File: src/rtl/spi_fill_rect.sv
// spi_fill_rect: streams a solid-colour rectangle fill to an SPI panel
// controller. The rectangle is split into row bands of at most BAND rows.
// Each band sends three groups: column window (0x2A), page window (0x2B),
// and memory write (0x2C) followed by the RGB565 pixels. SPI is mode 0,
// MSB first, and o_cs is released between groups.
module spi_fill_rect #(
   parameter int WIDTH   = 240,
   parameter int HEIGHT  = 320,
   parameter int BAND    = 8,
   parameter int CLK_DIV = 2
) (
   input  logic        i_clk,
   input  logic        i_rst,
   input  logic        i_start,
   input  logic [8:0]  i_x0,
   input  logic [8:0]  i_x1,
   input  logic [8:0]  i_y0,
   input  logic [8:0]  i_y1,
   input  logic [15:0] i_color,
   output logic        o_sclk,
   output logic        o_mosi,
   output logic        o_dc,
   output logic        o_cs,
   output logic        o_busy,
   output logic        o_done,
   output logic        o_err
);
   localparam int DW = (CLK_DIV > 1) ? $clog2(CLK_DIV) : 1;
   localparam int GW = $clog2(2 * CLK_DIV + 1);
   localparam int PW = 21;
   localparam logic [DW-1:0] DIV_LAST = DW'(CLK_DIV - 1);
   localparam logic [GW-1:0] GAP_LAST = GW'(2 * CLK_DIV);
   localparam logic [10:0]   W_L      = 11'(WIDTH);
   localparam logic [10:0]   H_L      = 11'(HEIGHT);
   localparam logic [10:0]   BAND_M1  = 11'(BAND - 1);

   typedef enum logic [2:0] {
      S_IDLE, S_CHECK, S_CMD, S_DATA, S_GAP, S_NEXT_BAND, S_FINISH
   } state_t;

   state_t        state_q;
   logic [8:0]    x0_q, x1_q, y0_q, y1_q;
   logic [15:0]   color_q;
   logic [10:0]   yb_q;
   logic [1:0]    grp_q;    // 0: column window, 1: page window, 2: pixels
   logic [2:0]    bidx_q;   // next window data byte index
   logic [2:0]    bit_q;
   logic [DW-1:0] div_q;
   logic [GW-1:0] gap_q;
   logic [6:0]    sh_q;     // bits still to send after the one on o_mosi
   logic [PW-1:0] pix_q;    // pixels left in the band, current one included
   logic          lo_q;     // current pixel byte is the low byte
   logic          sclk_q, mosi_q, dc_q, cs_q, busy_q, done_q, err_q;

   logic [10:0]   y1_ext, ye_sum, ye, nrows;
   logic [9:0]    ncols;
   logic [PW-1:0] npix;
   logic          reject;
   logic [15:0]   pa, pb;
   logic [1:0]    pidx;
   logic [7:0]    nxt_byte;
   logic          nxt_last;

   // Band geometry and request validation from the latched coordinates
   always_comb begin
      y1_ext = {2'b00, y1_q};
      ye_sum = yb_q + BAND_M1;
      ye     = (ye_sum > y1_ext) ? y1_ext : ye_sum;
      ncols  = {1'b0, x1_q} - {1'b0, x0_q} + 10'd1;
      nrows  = ye - yb_q + 11'd1;
      npix   = PW'(ncols) * PW'(nrows);
      reject = (x0_q > x1_q) || (y0_q > y1_q) ||
               ({2'b00, x1_q} >= W_L) || (y1_ext >= H_L);
   end

   // Byte that follows the one in flight, and whether the group ends instead
   always_comb begin
      pa       = (grp_q == 2'd0) ? {7'd0, x0_q} : {5'd0, yb_q};
      pb       = (grp_q == 2'd0) ? {7'd0, x1_q} : {5'd0, ye};
      pidx     = (state_q == S_CMD) ? 2'd0 : bidx_q[1:0];
      nxt_byte = 8'h00;
      nxt_last = 1'b0;
      if (grp_q == 2'd2) begin
         nxt_byte = (state_q == S_CMD || lo_q) ? color_q[15:8] : color_q[7:0];
         nxt_last = (state_q == S_DATA) && lo_q && (pix_q == PW'(1));
      end else begin
         case (pidx)
            2'd0:    nxt_byte = pa[15:8];
            2'd1:    nxt_byte = pa[7:0];
            2'd2:    nxt_byte = pb[15:8];
            default: nxt_byte = pb[7:0];
         endcase
         nxt_last = (state_q == S_DATA) && (bidx_q == 3'd4);
      end
   end

   // Request sequencing, SPI bit engine and registered pin outputs
   always_ff @(posedge i_clk or posedge i_rst) begin
      if (i_rst) begin
         state_q <= S_IDLE;
         x0_q    <= '0;
         x1_q    <= '0;
         y0_q    <= '0;
         y1_q    <= '0;
         color_q <= '0;
         yb_q    <= '0;
         grp_q   <= '0;
         bidx_q  <= '0;
         bit_q   <= '0;
         div_q   <= '0;
         gap_q   <= '0;
         sh_q    <= '0;
         pix_q   <= '0;
         lo_q    <= 1'b0;
         sclk_q  <= 1'b0;
         mosi_q  <= 1'b0;
         dc_q    <= 1'b0;
         cs_q    <= 1'b1;
         busy_q  <= 1'b0;
         done_q  <= 1'b0;
         err_q   <= 1'b0;
      end else begin
         done_q <= 1'b0;
         err_q  <= 1'b0;
         case (state_q)
            S_IDLE: begin
               if (i_start) begin
                  x0_q    <= i_x0;
                  x1_q    <= i_x1;
                  y0_q    <= i_y0;
                  y1_q    <= i_y1;
                  color_q <= i_color;
                  busy_q  <= 1'b1;
                  state_q <= S_CHECK;
               end
            end
            S_CHECK: begin
               if (reject) begin
                  done_q  <= 1'b1;
                  err_q   <= 1'b1;
                  busy_q  <= 1'b0;
                  state_q <= S_FINISH;
               end else begin
                  yb_q    <= {2'b00, y0_q};
                  grp_q   <= 2'd0;
                  sh_q    <= 7'h2A;   // 0x2A, MSB (0) goes straight to o_mosi
                  mosi_q  <= 1'b0;
                  dc_q    <= 1'b0;
                  cs_q    <= 1'b0;
                  bit_q   <= '0;
                  div_q   <= '0;
                  sclk_q  <= 1'b0;
                  state_q <= S_CMD;
               end
            end
            S_CMD, S_DATA: begin
               if (div_q != DIV_LAST) begin
                  div_q <= div_q + 1'b1;
               end else begin
                  div_q <= '0;
                  if (!sclk_q) begin
                     sclk_q <= 1'b1;
                  end else begin
                     sclk_q <= 1'b0;
                     if (bit_q != 3'd7) begin
                        bit_q  <= bit_q + 3'd1;
                        sh_q   <= {sh_q[5:0], 1'b0};
                        mosi_q <= sh_q[6];
                     end else if (nxt_last) begin
                        // cs stays low this cycle so it rises after the last fall
                        gap_q   <= '0;
                        state_q <= S_GAP;
                     end else begin
                        bit_q   <= '0;
                        sh_q    <= nxt_byte[6:0];
                        mosi_q  <= nxt_byte[7];
                        dc_q    <= 1'b1;
                        state_q <= S_DATA;
                        if (state_q == S_CMD) begin
                           bidx_q <= 3'd1;
                           pix_q  <= npix;
                           lo_q   <= 1'b0;
                        end else begin
                           bidx_q <= bidx_q + 3'd1;
                           if (lo_q) pix_q <= pix_q - PW'(1);
                           lo_q   <= ~lo_q;
                        end
                     end
                  end
               end
            end
            S_GAP: begin
               cs_q <= 1'b1;
               if (gap_q != GAP_LAST) begin
                  gap_q <= gap_q + 1'b1;
               end else if (grp_q == 2'd2) begin
                  state_q <= S_NEXT_BAND;
               end else begin
                  grp_q   <= grp_q + 2'd1;
                  sh_q    <= 7'h2B + {5'd0, grp_q};   // 0x2B or 0x2C
                  mosi_q  <= 1'b0;
                  dc_q    <= 1'b0;
                  cs_q    <= 1'b0;
                  bit_q   <= '0;
                  div_q   <= '0;
                  state_q <= S_CMD;
               end
            end
            S_NEXT_BAND: begin
               if (ye == y1_ext) begin
                  done_q  <= 1'b1;
                  busy_q  <= 1'b0;
                  state_q <= S_FINISH;
               end else begin
                  yb_q    <= ye + 11'd1;
                  grp_q   <= 2'd0;
                  sh_q    <= 7'h2A;
                  mosi_q  <= 1'b0;
                  dc_q    <= 1'b0;
                  cs_q    <= 1'b0;
                  bit_q   <= '0;
                  div_q   <= '0;
                  state_q <= S_CMD;
               end
            end
            S_FINISH: state_q <= S_IDLE;
            default:  state_q <= S_IDLE;
         endcase
      end
   end

   assign o_sclk = sclk_q;
   assign o_mosi = mosi_q;
   assign o_dc   = dc_q;
   assign o_cs   = cs_q;
   assign o_busy = busy_q;
   assign o_done = done_q;
   assign o_err  = err_q;
endmodule

File: config.mk
export PLATFORM = sky130hd
export DESIGN_NAME = spi_fill_rect
export DESIGN_NICKNAME = d
export VERILOG_FILES = /design/src/rtl/spi_fill_rect.sv
export SDC_FILE = /design/constraint.sdc
export NUM_CORES = 1
export LEC_CHECK = 0
export CORE_UTILIZATION = 57
export CTS_CLUSTER_SIZE = 16
export DETAILED_ROUTE_END_ITERATION = 7
export PLACE_DENSITY_LB_ADDON = 0.12
export RECOVER_POWER = 50
export SKIP_CTS_REPAIR_TIMING = 1
export SYNTH_ARGS = -nofsm -noshare
export SYNTH_HDL_FRONTEND = slang
export SYNTH_SLANG_ARGS = --single-unit
File: constraint.sdc
create_clock -name i_clk -period 10.5 [get_ports i_clk]
set_input_delay 3.15 -clock i_clk [delete_from_list [all_inputs] [get_ports i_clk]]
set_output_delay 3.15 -clock i_clk [all_outputs]
set_load 0.1 [all_outputs]
Word level (Yosys, flattened, before mapping)
Index checks and enable logic that the tools add are counted.

Bits in registers: 114. Bits in latches: 0. Bits in writable memories: 0. Bits in read-only memories: 0. Input bits: 55. Output and inout port bits: 7. Word-level logic and storage cells: 186. Memories kept: 0.

$add $sub $neg: 13. $mul: 1. Div/mod/pow operators: 0. $lt $le $gt $ge: 5. Eq/ne operators: 27. Shift operators: 0. Muxes and demuxes: 84. Bitwise logic cells: 3. Reduce and logical (&&, ||, !) cells: 31.

Operators with widths (number): 3-bit two-way mux (23); 7-bit two-way mux (8); 11-bit two-way mux (5); 21-bit two-way mux (2); 7-bit one-hot mux with 4 select lines (1); 2-bit != test, second input constant (13); 1-bit two-way mux (25); 8-bit one-hot mux with 3 select lines (1); 11-bit by 1-bit adder with 11-bit output, second input constant (2); 11-bit one-hot mux with 2 select lines (1); 21-bit by 1-bit equality test with 1-bit output, second input constant (1); 10-bit by 11-bit multiplier with 21-bit output (1); 21-bit by 1-bit subtractor with 21-bit output, second input constant (1); 5-bit AND reduction (4); 9-bit > comparator (2); 8-bit two-way mux (2); 3-bit one-hot mux with 5 select lines (1); 1-bit one-hot mux with 4 select lines (3); 3-bit one-hot mux with 4 select lines (1); 6-bit AND reduction (2); 11-bit by 3-bit adder with 11-bit output, second input constant (1); 11-bit by 9-bit equality test with 1-bit output (1); 11-bit by 9-bit > comparator with 1-bit output (1); 11-bit subtractor (1); other kinds (33) (61).

Logic depth before layout (Yosys ltp)
Gate-level depths: netlist of the first run.

Depth after elaboration: 11. Depth in mapped cells: 48. Gate-level depth less buffers: 46.

Worst setup path before layout of the first run
No wires, ideal clock.

Path kind: flip-flop to flip-flop. Start point: reg yb_q[0]. End point: reg pix_q[20]. Arrival time: 9381 ps. Setup slack: 991 ps. Stages on the path, launching flop included: 43. Clock period less this slack: 9509 ps. Cell sequence: dfrtp_1 > buf_2 > inv_1 > ha_1 > nand2b_1 > nand2_1 > nor2_1 > xnor2_1 > inv_1 > ha_1 > nand4_1 > or3_1 > o21ai_0 > o21ba_2 > buf_1 > nor3_1 > nor2_1 > ha_1 > (+7 left out) > nand2_1 > fa_1 > inv_1 > fa_1 > fa_1 > fa_1 > inv_1 > fa_1 > inv_1 > ha_1 > a21o_1 > a21o_1 > and2_1 > or3_1 > o2111ai_1 > a31oi_1 > xnor2_1 > o21ai_0.

Longest elaborated chain between the ends: 7.

RTL lines: from (decl) (line 44) `logic [10:0] yb_q;`; from (signal assigned) (line 144) `yb_q <= {2'b00, y0_q};`; from (signal assigned) (line 215) `yb_q <= ye + 11'd1;`; 11-bit by 3-bit adder with 11-bit output (line 67) `ye_sum = yb_q + BAND_M1;`; 11-bit by 9-bit > comparator with 1-bit output (line 68) `ye = (ye_sum > y1_ext) ? y1_ext : ye_sum;`; 11-bit two-way mux (line 68); 11-bit subtractor * (line 70) `nrows = ye - yb_q + 11'd1;`; 11-bit by 1-bit adder with 11-bit output * (line 70); 10-bit by 11-bit multiplier with 21-bit output * (line 71) `npix = PW'(ncols) * PW'(nrows);`; 21-bit two-way mux * (line 179) `if (state_q == S_CMD) begin`; to (signal assigned) (line 181) `pix_q <= npix;`; to (signal assigned) (line 185) `if (lo_q) pix_q <= pix_q - PW'(1);`; to (decl) (line 51) `logic [PW-1:0] pix_q;`.

Every way passes the cells marked *; elsewhere a longest branch is shown, timed or not. A chain may end at the register's enable or synchronous reset.

Worst setup path after layout of the first run
Start point: reg yb_q[0]. End point: reg pix_q[19].

Same word-level chain as after synthesis.

==> results of run 1 <==
-- tightest hold or removal path, stage by stage (launching register included) --
cell and delay (ns):
dfrtp_1 0.35, nand2_1 0.05, o21ai_0 0.06
-- kinds of logic after synthesis --
kind of cell             after synthesis  synth area share
AND/OR/NAND/NOR                      433             0.175
AO/OA/AOI/OAI                        320             0.170
buffers and inverters                203            0.0670
adder cells (fa/ha/maj)              201             0.260
flip-flops                           114             0.242
XOR/XNOR                              57            0.0447
multiplexers                          45            0.0418
other                                  1          0.000318
-- registers in the layout (all words and copies together), names as in the netlist --
register	flops
bidx_q	3
bit_q	3
color_q	16
div_q	1
gap_q	3
grp_q	2
lo_q	1
o_busy	1
o_cs	1
o_dc	1
o_done	1
o_err	1
o_mosi	1
o_sclk	1
pix_q	21
sh_q	7
state_q	3
x0_q	9
x1_q	9
y0_q	9
y1_q	9
yb_q	11
-- layer usage --
layer | up-vias | track usage
met2 | 436 | 0.479
met3 | 40 | 0.0633
met1 | 5082 | 0.495
met4 | 0 | 0.0695
met5 | - | 0
li1 | 4847 | -
-- layout make-up --
cell class | instances | area, µm²
repair buffers | 91 | 828
clock buffers | 17 | 425
inverters | 149 | 561
multi-input cells | 1057 | 8260
clock inverters | 15 | 184
fillers | 1696 | 6790
flip-flops and latches | 114 | 2860
well taps | 270 | 338
-- cells in the mapped netlist, types with 8 or more instances --
cell type and number:
a21o_1 16, a21oi_1 72, a31oi_1 18, and2_1 13, and3_1 10, buf_2 8
clkbuf_1 36, dfrtp_1 113, fa_1 73, ha_1 128, inv_1 147, mux2_2 32
mux2i_1 11, nand2_1 140, nand2b_1 16, nand3_1 24, nand4_1 11, nor2_1 120
nor2b_1 11, nor3_1 33, nor4_1 8, o21ai_0 115, o22ai_1 9, or2_2 10
or3_1 13, xnor2_1 32, xor2_1 22
-- power by group through the flow --
stage                     sequential (mW)  clock, mW  combinational (mW)
after floorplan                     0.448          0              0.0136
after global placement              0.448          0              0.0392
after global routing                0.440      0.645              0.0440
after detailed placement            0.448          0              0.0398
final                               0.440      0.619              0.0397
after CTS                           0.440      0.624              0.0401
-- cells in the final DEF (no fill, tap or decap), drive strengths merged, types with 9 or more instances in the layout --
cell type,instances
inv,158
nand2,141
ha,128
nor2,122
o21ai,116
dfrtp,113
fa,73
a21oi,72
clkdlybuf4s50,59
nor3,35
mux2,34
xnor2,34
buf,28
nand3,25
xor2,22
clkbuf,19
a31oi,18
nand2b,16
a21o,16
or3,14
and2,13
nor2b,11
nand4,11
mux2i,11
or2,10
and3,10
nor4,9
o22ai,9
-- final timing paths --
path | from | endpoint | slack, ns
setup / recovery | yb_q[0] | pix_q[19] | 0.53
hold / removal | pix_q[10] | pix_q[10] | 0.48
setup reg to reg | yb_q[0] | pix_q[19] | 0.53
hold reg to reg | pix_q[10] | pix_q[10] | 0.48
max in group asynchronous | i_rst | y0_q[4] | 2.57
min in group asynchronous | i_rst | pix_q[11] | 3.86
==> results.py, run 1 <==
metrics = {
    "timing": {
        "timing.fmax_ghz": 0.100,
        "whs_ns": 0.483,
        "layout_worst_path_cycle_share": 0.950,
        "timing_worst_slew_pin_value_ns": 3.42,
        "finalHoldViolCount": 0,
        "worst_slew_margin_rel": -1.28,
        "fin_worst_skew_ns": 0.0149,
        "finalWorstPathRequiredPeriod_ns": 9.97,
        "totalNegativeSetupSlack_ns": 0,
        "post-route-worst-setup-slack_ns": 0.528,
        "timing.final.setup_violations": 0,
        "timing.final.max_slew_violations": 117,
    },
    "cells_and_area": {
        "finish.cell_count_without_fillers": 1713,
        "post_route_design_area_um2": 13400,
        "layout.nets": 1686,
        "antennaDiodeCount": 0,
        "drive_above_1_share": 0.0922,
        "final_util": 0.665,
        "area_growth_syn_to_layout_pct": 14.0,
    },
    "critical_path": {
        "critPathRequiredTime_ns": 10.79,
        "crit_slowest_cell": "fa_1",
        "timing.critical_path.from_type": "register",
        "worstPathArrival_ns": 10.26,
        "critical_path.top_delay_family": "adder cells",
        "crit_path_max_incr_delay_ns": 0.53,
        "timing.critical_path.depth": 42,
        "setup.worst_path.end_class": "register",
        "worstPathMaxFanout": 8,
        "timing.critical_path.buf_inv": 6,
        "kind_of_critical_path": "register to register",
        "reg2regPathDepth": 42,
    },
    "power_and_ir_drop": {
        "p_int_uw": 823,
        "seq_power_share": 0.401,
        "irDropWorstVdd_uv": 107,
        "clock_power_share": 0.563,
        "power.net_switching_uw": 276,
        "sw_frac_of_total": 0.251,
        "power.leakage_nw": 6.53,
        "report.power.total_mw": 1.10,
        "comb_power_share": 0.036,
        "power_density_nw_per_um2": 81.7,
    },
    "floorplanning": {
        "fp.dieArea_um2": 21300,
        "die_boundary_width_um": 146,
        "num_rows": 52,
        "num_io_pins": 62,
        "core_area_um2": 20200,
        "die_h_um": 146,
        "initial_core_util": 0.583,
    },
    "yosys": {
        "synth_flop_cell": "dfrtp_1",
        "synth.largest_area_cell": "dfrtp_1",
        "synth_cell_types": 86,
        "synth_largest_type_area_fraction": 0.240,
        "synth-seq-area-share": 0.242,
        "post_synth.cell_area_avg_um2": 8.59,
        "netlist_top_cells_area": "dfrtp_1 (24%), ha_1 (14%), fa_1 (12%)",
        "nets_in_the_synthesized_netlist": 1630,
        "synth_warnings": 0,
        "synth_enable_flop_cells": 0,
        "flip_flop_and_latch_count_after_synthesis": 114,
        "mappedNetlistArea_um2": 11800,
        "postSynth.asyncResetShare": 1.00,
        "post_synth_inst_count": 1374,
    },
    "cts": {
        "tritoncts_num_sinks": 114,
        "cts_inserted_buffers": 17,
        "clk_path_buf_depth": 2,
        "cts.root.buffer_cell": "clkbuf_16",
        "clock_tree.htree_level_count": 4,
        "clkTransAtPathRegs_ns": 0.07,
        "clock_insertion_delay_worst_skew_ns": 0.43,
        "cts_tree": "done",
    },
    "placed_design": {
        "placed_cell_area_um2": 12700,
        "post_place_setup_slack_ns": 0.198,
        "placed_cells_incl_taps": 1674,
        "port-buffer-count": 61,
        "post-dp-hpwl_um": 25500,
        "globalplace.congestion": 0.983,
    },
    "detailed_routing": {
        "post_dr_wirelength_cell_um": 19.4,
        "route.met2.wl_um": 14600,
        "route.vias.total": 10400,
        "highest_layer": "met4",
        "met3_wirelength_um": 2700,
        "dr.pass1.iters": 5,
        "wirelength_met1_um": 15500,
        "detail_route.wirelength_um": 33300,
        "first_iter_violations": 954,
        "drc_errors": 0,
        "post_drt_via_cell_ratio": 6.07,
        "ant_nets": 0,
    },
    "outcome": {
        "violations": "max-capacitance violations, max-slew violations",
        "status": "finished with violations",
    },
    "grt": {
        "via_count_of_the_first_global_routing_pass": 10000,
        "antenna_violations_before_repair": 0,
        "grtUsageTotal": 0.326,
        "wire_length_of_the_first_global_routing_pass_um": 54400,
        "grt_max_degree": 64,
        "overflow": 0,
    },
    "hold_path": {
        "class_of_the_worst_hold_path": "register to register",
        "min_delay_path_depth": 2,
    },
    "run": {
        "max-cap-violations": 2,
    },
}
No activity file was read; power rests on OpenSTA's default activity.
==> run 2: changes to the inputs <==
- CTS_CLUSTER_DIAMETER: unset -> 150
- SKIP_LAST_GASP: unset -> 1
==> results of run 2 <==
Final layout, timing and power as in run 1 (identical DEF).
